[config.mk]
export PLATFORM = sky130hd
export DESIGN_NAME = ghost_collision_ctrl_flat
export DESIGN_NICKNAME = d
export VERILOG_FILES = /design/src/rtl/ghost_collision_ctrl_if.sv /design/src/rtl/ghost_collision_ctrl.sv /design/src/flat_wrapper.sv
export SDC_FILE = /design/constraint.sdc
export NUM_CORES = 1
export LEC_CHECK = 0
export ABC_CLOCK_PERIOD_IN_PS = 2500
export CAP_MARGIN = 20
export CORE_MARGIN = 5
export CORE_UTILIZATION = 25
export CTS_CLUSTER_SIZE = 8
export DETAILED_ROUTE_END_ITERATION = 10
export GPL_TIMING_DRIVEN = 0
export PLACE_DENSITY = 0.42
export SYNTH_ARGS = -nofsm -noshare
export SYNTH_HDL_FRONTEND = slang
export SYNTH_SLANG_ARGS = --single-unit
export TNS_END_PERCENT = 100
[constraint.sdc]
create_clock -name vga_pix_clk -period 2.5 [get_ports vga_pix_clk]
set_input_delay 0.5 -clock vga_pix_clk [delete_from_list [all_inputs] [get_ports vga_pix_clk]]
set_output_delay 0.5 -clock vga_pix_clk [all_outputs]
set_load 0.05 [all_outputs]
[src/rtl/ghost_collision_ctrl_if.sv]
// Bundle between the collision controller, the sprite movers and the HUD.
// master: drives frame strobe, restart request and sprite positions.
// slave : the collision controller; returns hit/freeze/respawn/status.
interface ghost_collision_ctrl_if;
  logic       frame_stb;
  logic       start;
  logic [8:0] x_pac;
  logic [8:0] y_pac;
  logic [8:0] x_ghost;
  logic [8:0] y_ghost;
  logic       hit;
  logic       freeze;
  logic       respawn;
  logic       game_over;
  logic [2:0] lives;

  modport master (
    output frame_stb, start, x_pac, y_pac, x_ghost, y_ghost,
    input  hit, freeze, respawn, game_over, lives
  );

  modport slave (
    input  frame_stb, start, x_pac, y_pac, x_ghost, y_ghost,
    output hit, freeze, respawn, game_over, lives
  );
endinterface

[src/rtl/ghost_collision_ctrl.sv]
// Pacman/ghost collision checker and life/death/respawn game FSM.
// Once per frame_stb the sprite boxes are compared; a hit costs a life,
// freezes the movers for DEATH_FRAMES frames, then pulses respawn (or
// parks in GAME_OVER when no lives remain). All outputs are registered.
// Optional feature macro: COLLISION_GRACE_EN -- post-respawn invulnerability
// for GRACE_FRAMES frames. Without it the grace counter is a constant 0.
module ghost_collision_ctrl #(
  parameter int HIT_DIST     = 8,
  parameter int START_LIVES  = 3,
  parameter int DEATH_FRAMES = 60,
  parameter int GRACE_FRAMES = 120
) (
  input  logic                  vga_pix_clk,
  input  logic                  rst_n,
  ghost_collision_ctrl_if.slave bus
);

  localparam int CW = (DEATH_FRAMES > 1) ? $clog2(DEATH_FRAMES) : 1;
  localparam int GW = (GRACE_FRAMES > 0) ? $clog2(GRACE_FRAMES + 1) : 1;
  localparam logic [CW-1:0] CNT_LAST   = CW'(DEATH_FRAMES - 1);
  localparam logic [2:0]    LIVES_INIT = 3'(START_LIVES);

  typedef enum logic [1:0] {PLAY, DYING, RESPAWN, GAME_OVER} state_t;

  state_t        state_q, state_d;
  logic [CW-1:0] cnt_q, cnt_d;
  logic [2:0]    lives_q, lives_d;
  logic          hit_q, hit_d;
  logic          freeze_q, freeze_d;
  logic          respawn_q, respawn_d;
  logic          game_over_q, game_over_d;
  logic [GW-1:0] grace_cnt;

  // Per-axis distance; 10-bit signed so the 9-bit positions never wrap.
  logic signed [9:0] dx, dy;
  logic [9:0]        adx, ady;
  logic              overlap, hit_cond;

  assign dx  = $signed({1'b0, bus.x_pac}) - $signed({1'b0, bus.x_ghost});
  assign dy  = $signed({1'b0, bus.y_pac}) - $signed({1'b0, bus.y_ghost});
  assign adx = dx[9] ? (~dx + 10'd1) : dx;
  assign ady = dy[9] ? (~dy + 10'd1) : dy;
  assign overlap  = (adx < 10'(HIT_DIST)) && (ady < 10'(HIT_DIST));
  assign hit_cond = bus.frame_stb && overlap && (grace_cnt == '0);

`ifdef COLLISION_GRACE_EN
  logic [GW-1:0] grace_q, grace_d;
  assign grace_cnt = grace_q;

  // Grace counter: loaded on every return to PLAY, burns down per frame.
  always_comb begin
    grace_d = grace_q;
    if (state_q == RESPAWN)
      grace_d = GW'(GRACE_FRAMES);
    else if (state_q == PLAY && bus.frame_stb && grace_q != '0)
      grace_d = grace_q - GW'(1);
  end

  // Grace counter register.
  always_ff @(posedge vga_pix_clk or negedge rst_n) begin
    if (!rst_n) grace_q <= '0;
    else        grace_q <= grace_d;
  end
`else
  assign grace_cnt = '0;
`endif

  // State, counter, lives and registered outputs.
  always_ff @(posedge vga_pix_clk or negedge rst_n) begin
    if (!rst_n) begin
      state_q     <= PLAY;
      cnt_q       <= '0;
      lives_q     <= LIVES_INIT;
      hit_q       <= 1'b0;
      freeze_q    <= 1'b0;
      respawn_q   <= 1'b0;
      game_over_q <= 1'b0;
    end else begin
      state_q     <= state_d;
      cnt_q       <= cnt_d;
      lives_q     <= lives_d;
      hit_q       <= hit_d;
      freeze_q    <= freeze_d;
      respawn_q   <= respawn_d;
      game_over_q <= game_over_d;
    end
  end

  // Next-state: game FSM plus death-frame counter and lives bookkeeping.
  always_comb begin
    state_d = state_q;
    cnt_d   = cnt_q;
    lives_d = lives_q;
    case (state_q)
      PLAY: begin
        if (hit_cond) begin
          state_d = DYING;
          lives_d = (lives_q == 3'd0) ? 3'd0 : lives_q - 3'd1;
          cnt_d   = '0;
        end
      end
      DYING: begin
        if (bus.frame_stb) begin
          if (cnt_q == CNT_LAST)
            state_d = (lives_q == 3'd0) ? GAME_OVER : RESPAWN;
          else
            cnt_d = cnt_q + CW'(1);
        end
      end
      RESPAWN: state_d = PLAY;
      GAME_OVER: begin
        // start takes priority over any coincident frame strobe.
        if (bus.start) begin
          lives_d = LIVES_INIT;
          state_d = RESPAWN;
        end
      end
      default: state_d = PLAY;
    endcase
  end

  // Output decode from the upcoming state so outputs track state changes.
  always_comb begin
    hit_d       = (state_q == PLAY) && hit_cond;
    freeze_d    = (state_d == DYING) || (state_d == GAME_OVER);
    respawn_d   = (state_d == RESPAWN);
    game_over_d = (state_d == GAME_OVER);
  end

  assign bus.hit       = hit_q;
  assign bus.freeze    = freeze_q;
  assign bus.respawn   = respawn_q;
  assign bus.game_over = game_over_q;
  assign bus.lives     = lives_q;

endmodule
[src/flat_wrapper.sv]
// flat-port wrapper written by rule: the top's interface ports become plain ports
module ghost_collision_ctrl_flat 
#(
  parameter int HIT_DIST     = 8,
  parameter int START_LIVES  = 3,
  parameter int DEATH_FRAMES = 60,
  parameter int GRACE_FRAMES = 120
)
  (vga_pix_clk, rst_n, bus_frame_stb, bus_start, bus_x_pac, bus_y_pac, bus_x_ghost, bus_y_ghost, bus_hit, bus_freeze, bus_respawn, bus_game_over, bus_lives);
  ghost_collision_ctrl_if bus_i ();
  input  logic vga_pix_clk;
  input  logic rst_n;
  input wire logic [$bits(bus_i.frame_stb)-1:0] bus_frame_stb;
  input wire logic [$bits(bus_i.start)-1:0] bus_start;
  input wire logic [$bits(bus_i.x_pac)-1:0] bus_x_pac;
  input wire logic [$bits(bus_i.y_pac)-1:0] bus_y_pac;
  input wire logic [$bits(bus_i.x_ghost)-1:0] bus_x_ghost;
  input wire logic [$bits(bus_i.y_ghost)-1:0] bus_y_ghost;
  output wire logic [$bits(bus_i.hit)-1:0] bus_hit;
  output wire logic [$bits(bus_i.freeze)-1:0] bus_freeze;
  output wire logic [$bits(bus_i.respawn)-1:0] bus_respawn;
  output wire logic [$bits(bus_i.game_over)-1:0] bus_game_over;
  output wire logic [$bits(bus_i.lives)-1:0] bus_lives;
  assign bus_i.frame_stb = bus_frame_stb;
  assign bus_i.start = bus_start;
  assign bus_i.x_pac = bus_x_pac;
  assign bus_i.y_pac = bus_y_pac;
  assign bus_i.x_ghost = bus_x_ghost;
  assign bus_i.y_ghost = bus_y_ghost;
  assign bus_hit = bus_i.hit;
  assign bus_freeze = bus_i.freeze;
  assign bus_respawn = bus_i.respawn;
  assign bus_game_over = bus_i.game_over;
  assign bus_lives = bus_i.lives;
  ghost_collision_ctrl #(.HIT_DIST(HIT_DIST), .START_LIVES(START_LIVES), .DEATH_FRAMES(DEATH_FRAMES), .GRACE_FRAMES(GRACE_FRAMES)) u_core (.vga_pix_clk(vga_pix_clk), .rst_n(rst_n), .bus(bus_i));
endmodule
==> flow_summary.ini <==
[run_status]
outcome = complete, but fails checks
violations = setup timing

[setup_path]
reg2reg_depth = 7
arrival_ns = 2.87
critical_path_class = input pin to register
crit_path_max_fanout = 4
critical_path.endpoint_type = register
cp.required_ns = 2.67
start_kind = input pin
r2r_slack_ns = 0.74

[logic_synthesis]
synth_nets = 296
yosys_most_used_dff = dfrtp_1
avgSynthCellArea_um2 = 8.07
synth_top_area_frac = 0.172
synth_commonest_cells = inv_1 (31), ha_1 (19), nor2_1 (18), nand2_1 (15), dfrtp_1 (13)
ys_ff_latch = 15
synth-async-reset-ratio = 1.00
syn-cell-area_um2 = 1900
netlist_instances = 235
synth.most_common_cell = inv_1
ys_warn_count = 0
yosys-top-cells-area = dfrtp_1 (17%), ha_1 (13%), inv_1 (6.1%)
synth_edf_count = 0
seq_area_frac_synth = 0.199
synth_area_leader_cell = dfrtp_1
synth_cell_types = 53

[power_and_ir_drop]
p_leak_nw = 1.40
p_total_mw = 1.21
worst_ir_drop_vdd_mv = 0.151
powerDensity_nw_per_um2 = 357

[min_path]
holdPathStages = 1
hold_class = register to register

[sta]
maxSlewHeadroom = 0.540
rsz0062_at_grt = yes
fmax_ghz = 0.370
final-setup-viol-count = 12
finClkSkew_ns = 0.00223
fin_crit_ns = 2.70
fin_crit_sh = 1.08
hold_viol_final = 0
maxSlewViolCount = 0
finalSetupTns_ns = -1.44
tightest_slew_ns = 0.688
fin_ws_ns = -0.200

[grt]
antenna_found_initial = 0
grt_max_degree = 16
grt_pass1_wl_mm = 9.20
grt_usage = 0.111
gr-total-overflow = 0
first_global_vias = 2026

[finish]
drive_above_1_share = 0.473
nNetsFinal = 373
layoutNonFillerInstCount = 410
antenna_cells = 0
fillers = 706
fin_util = 0.464
areaGrowthSynthToFinish_pct = 79.6

[die]
initial_utilization = 0.259
fp.dieArea_um2 = 9420
die_h_um = 97.1
coreArea_um2 = 7330
io_pins = 47
dieWidth_um = 97.1
rows = 31

[place]
post-place-ws_ns = -1.11
dp_cells = 380
port_buffers = 46
gp_congestion = 0.680
hpwl_mm = 3.83

[detailed_routing]
ant_nets = 0
wl_mm = 5.18
met2_length_mm = 2.64
top_layer = met4
wl_met1_mm = 2.33
remaining_drc_errors = 0
wl_per_cell_um = 12.6
firstDrtPassIters = 4
routed_via_density = 4.86
routed-wl-met3_um = 180
vias = 1993
drt_iter0_drc = 20

[clock_tree]
clk_pin_slew_ns = 0.06
cts_tree = yes
cts_buffers = 3
clk_latency_ns = 0.25
htree_levels = 1
clockRootBuffer = clkbuf_8
clock_path_buffers = 2
cts.sinks = 15

[job]
maxCapViolations = 0
-- per-stage QoR --
| stage | hold WS, ns | instance area, um^2 |
|---|---|---|
| floorplan | 0.204 | 1990 |
| finish | 0.538 | 3400 |
| global route | 0.571 | 3400 |
| CTS | 0.539 | 3060 |
| detailed placement | 0.530 | 2580 |
| global placement | 0.507 | 2580 |
-- state kept, by name (all words and copies together) (netlist names) --
name                  cells
u_core.cnt_q              6
u_core.bus.hit            1
u_core.bus.freeze         1
u_core.bus.game_over      1
u_core.bus.respawn        1
u_core.state_q            2
u_core.bus.lives          3
-- final timing paths --
kind                            startpoint                  end
hold reg to reg            u_core.cnt_q[0]      u_core.cnt_q[0]
setup reg to reg           u_core.cnt_q[0]      u_core.cnt_q[5]
hold / removal             u_core.cnt_q[0]      u_core.cnt_q[0]
min in group asynchronous            rst_n      u_core.cnt_q[4]
setup / recovery              bus_x_pac[4]  u_core.bus.lives[0]
max in group asynchronous            rst_n  u_core.bus.lives[2]
-- critical path, stage by stage --
cell	delay, ns
clkdlybuf4s15_1	0.20
ha_4	0.27
nor2b_4	0.14
a221oi_4	0.27
o311ai_4	0.17
or3_4	0.36
mux2i_4	0.18
o2111ai_4	0.15
or3_4	0.43
o211ai_1	0.18
-- final cells by class --
class                      instances  area [um^2]  share of cell area
timing repair buffer              74          668               0.196
tap                               99          124              0.0364
sequential                        15          378               0.111
multi-input combinational        186         2040               0.598
clock buffer                       4         45.0              0.0132
inverter                          31          141              0.0415
buffer                             1         11.3             0.00331
-- per-layer routing --
| metal | vias to the layer above | GRT usage |
|---|---|---|
| li1 | 1010 | - |
| met1 | 949 | 0.143 |
| met2 | 32 | 0.197 |
| met3 | 2 | 0.0223 |
| met4 | 0 | 0.0130 |
| met5 | - | 0 |
-- power by group --
group	internal [mW]	switching, mW
Clock	0.113	0.0859
Combinational	0.379	0.362
Sequential	0.259	0.0156
-- layout by cell type, fill, tap and decap left out, types with 6 or more instances in the layout --
master           netlist  routed
a21oi_4                0       7
buf_2                  1       8
buf_4                  0      23
buf_6                  1       6
clkdlybuf4s50_1        0      18
dfrtp_1               13      13
dlygate4sd2_1          0       7
dlymetal6s2s_1         0       7
ha_4                   0      16
inv_1                 31      12
inv_2                  0      17
nand2_1               15      13
nor2_1                18      15
o211ai_1               6       6
-- kinds of logic after synthesis --
family | count (synthesis) | synth area share
AO/OA/AOI/OAI | 67 | 0.269
XOR/XNOR | 12 | 0.0554
adder cells (fa/ha/maj) | 21 | 0.147
buffers and inverters | 34 | 0.0719
flip-flops | 15 | 0.199
multiplexers | 5 | 0.0337
AND/OR/NAND/NOR | 81 | 0.224
-- what timing repair did --
item	CTS	global route
buffers inserted	20	8
cloned	0	0
resized for setup	127	64
hold buffers	0	0
endpoints found under the setup margin	13	13
pin swaps	51	38
No activity file was read; power rests on OpenSTA's default activity.
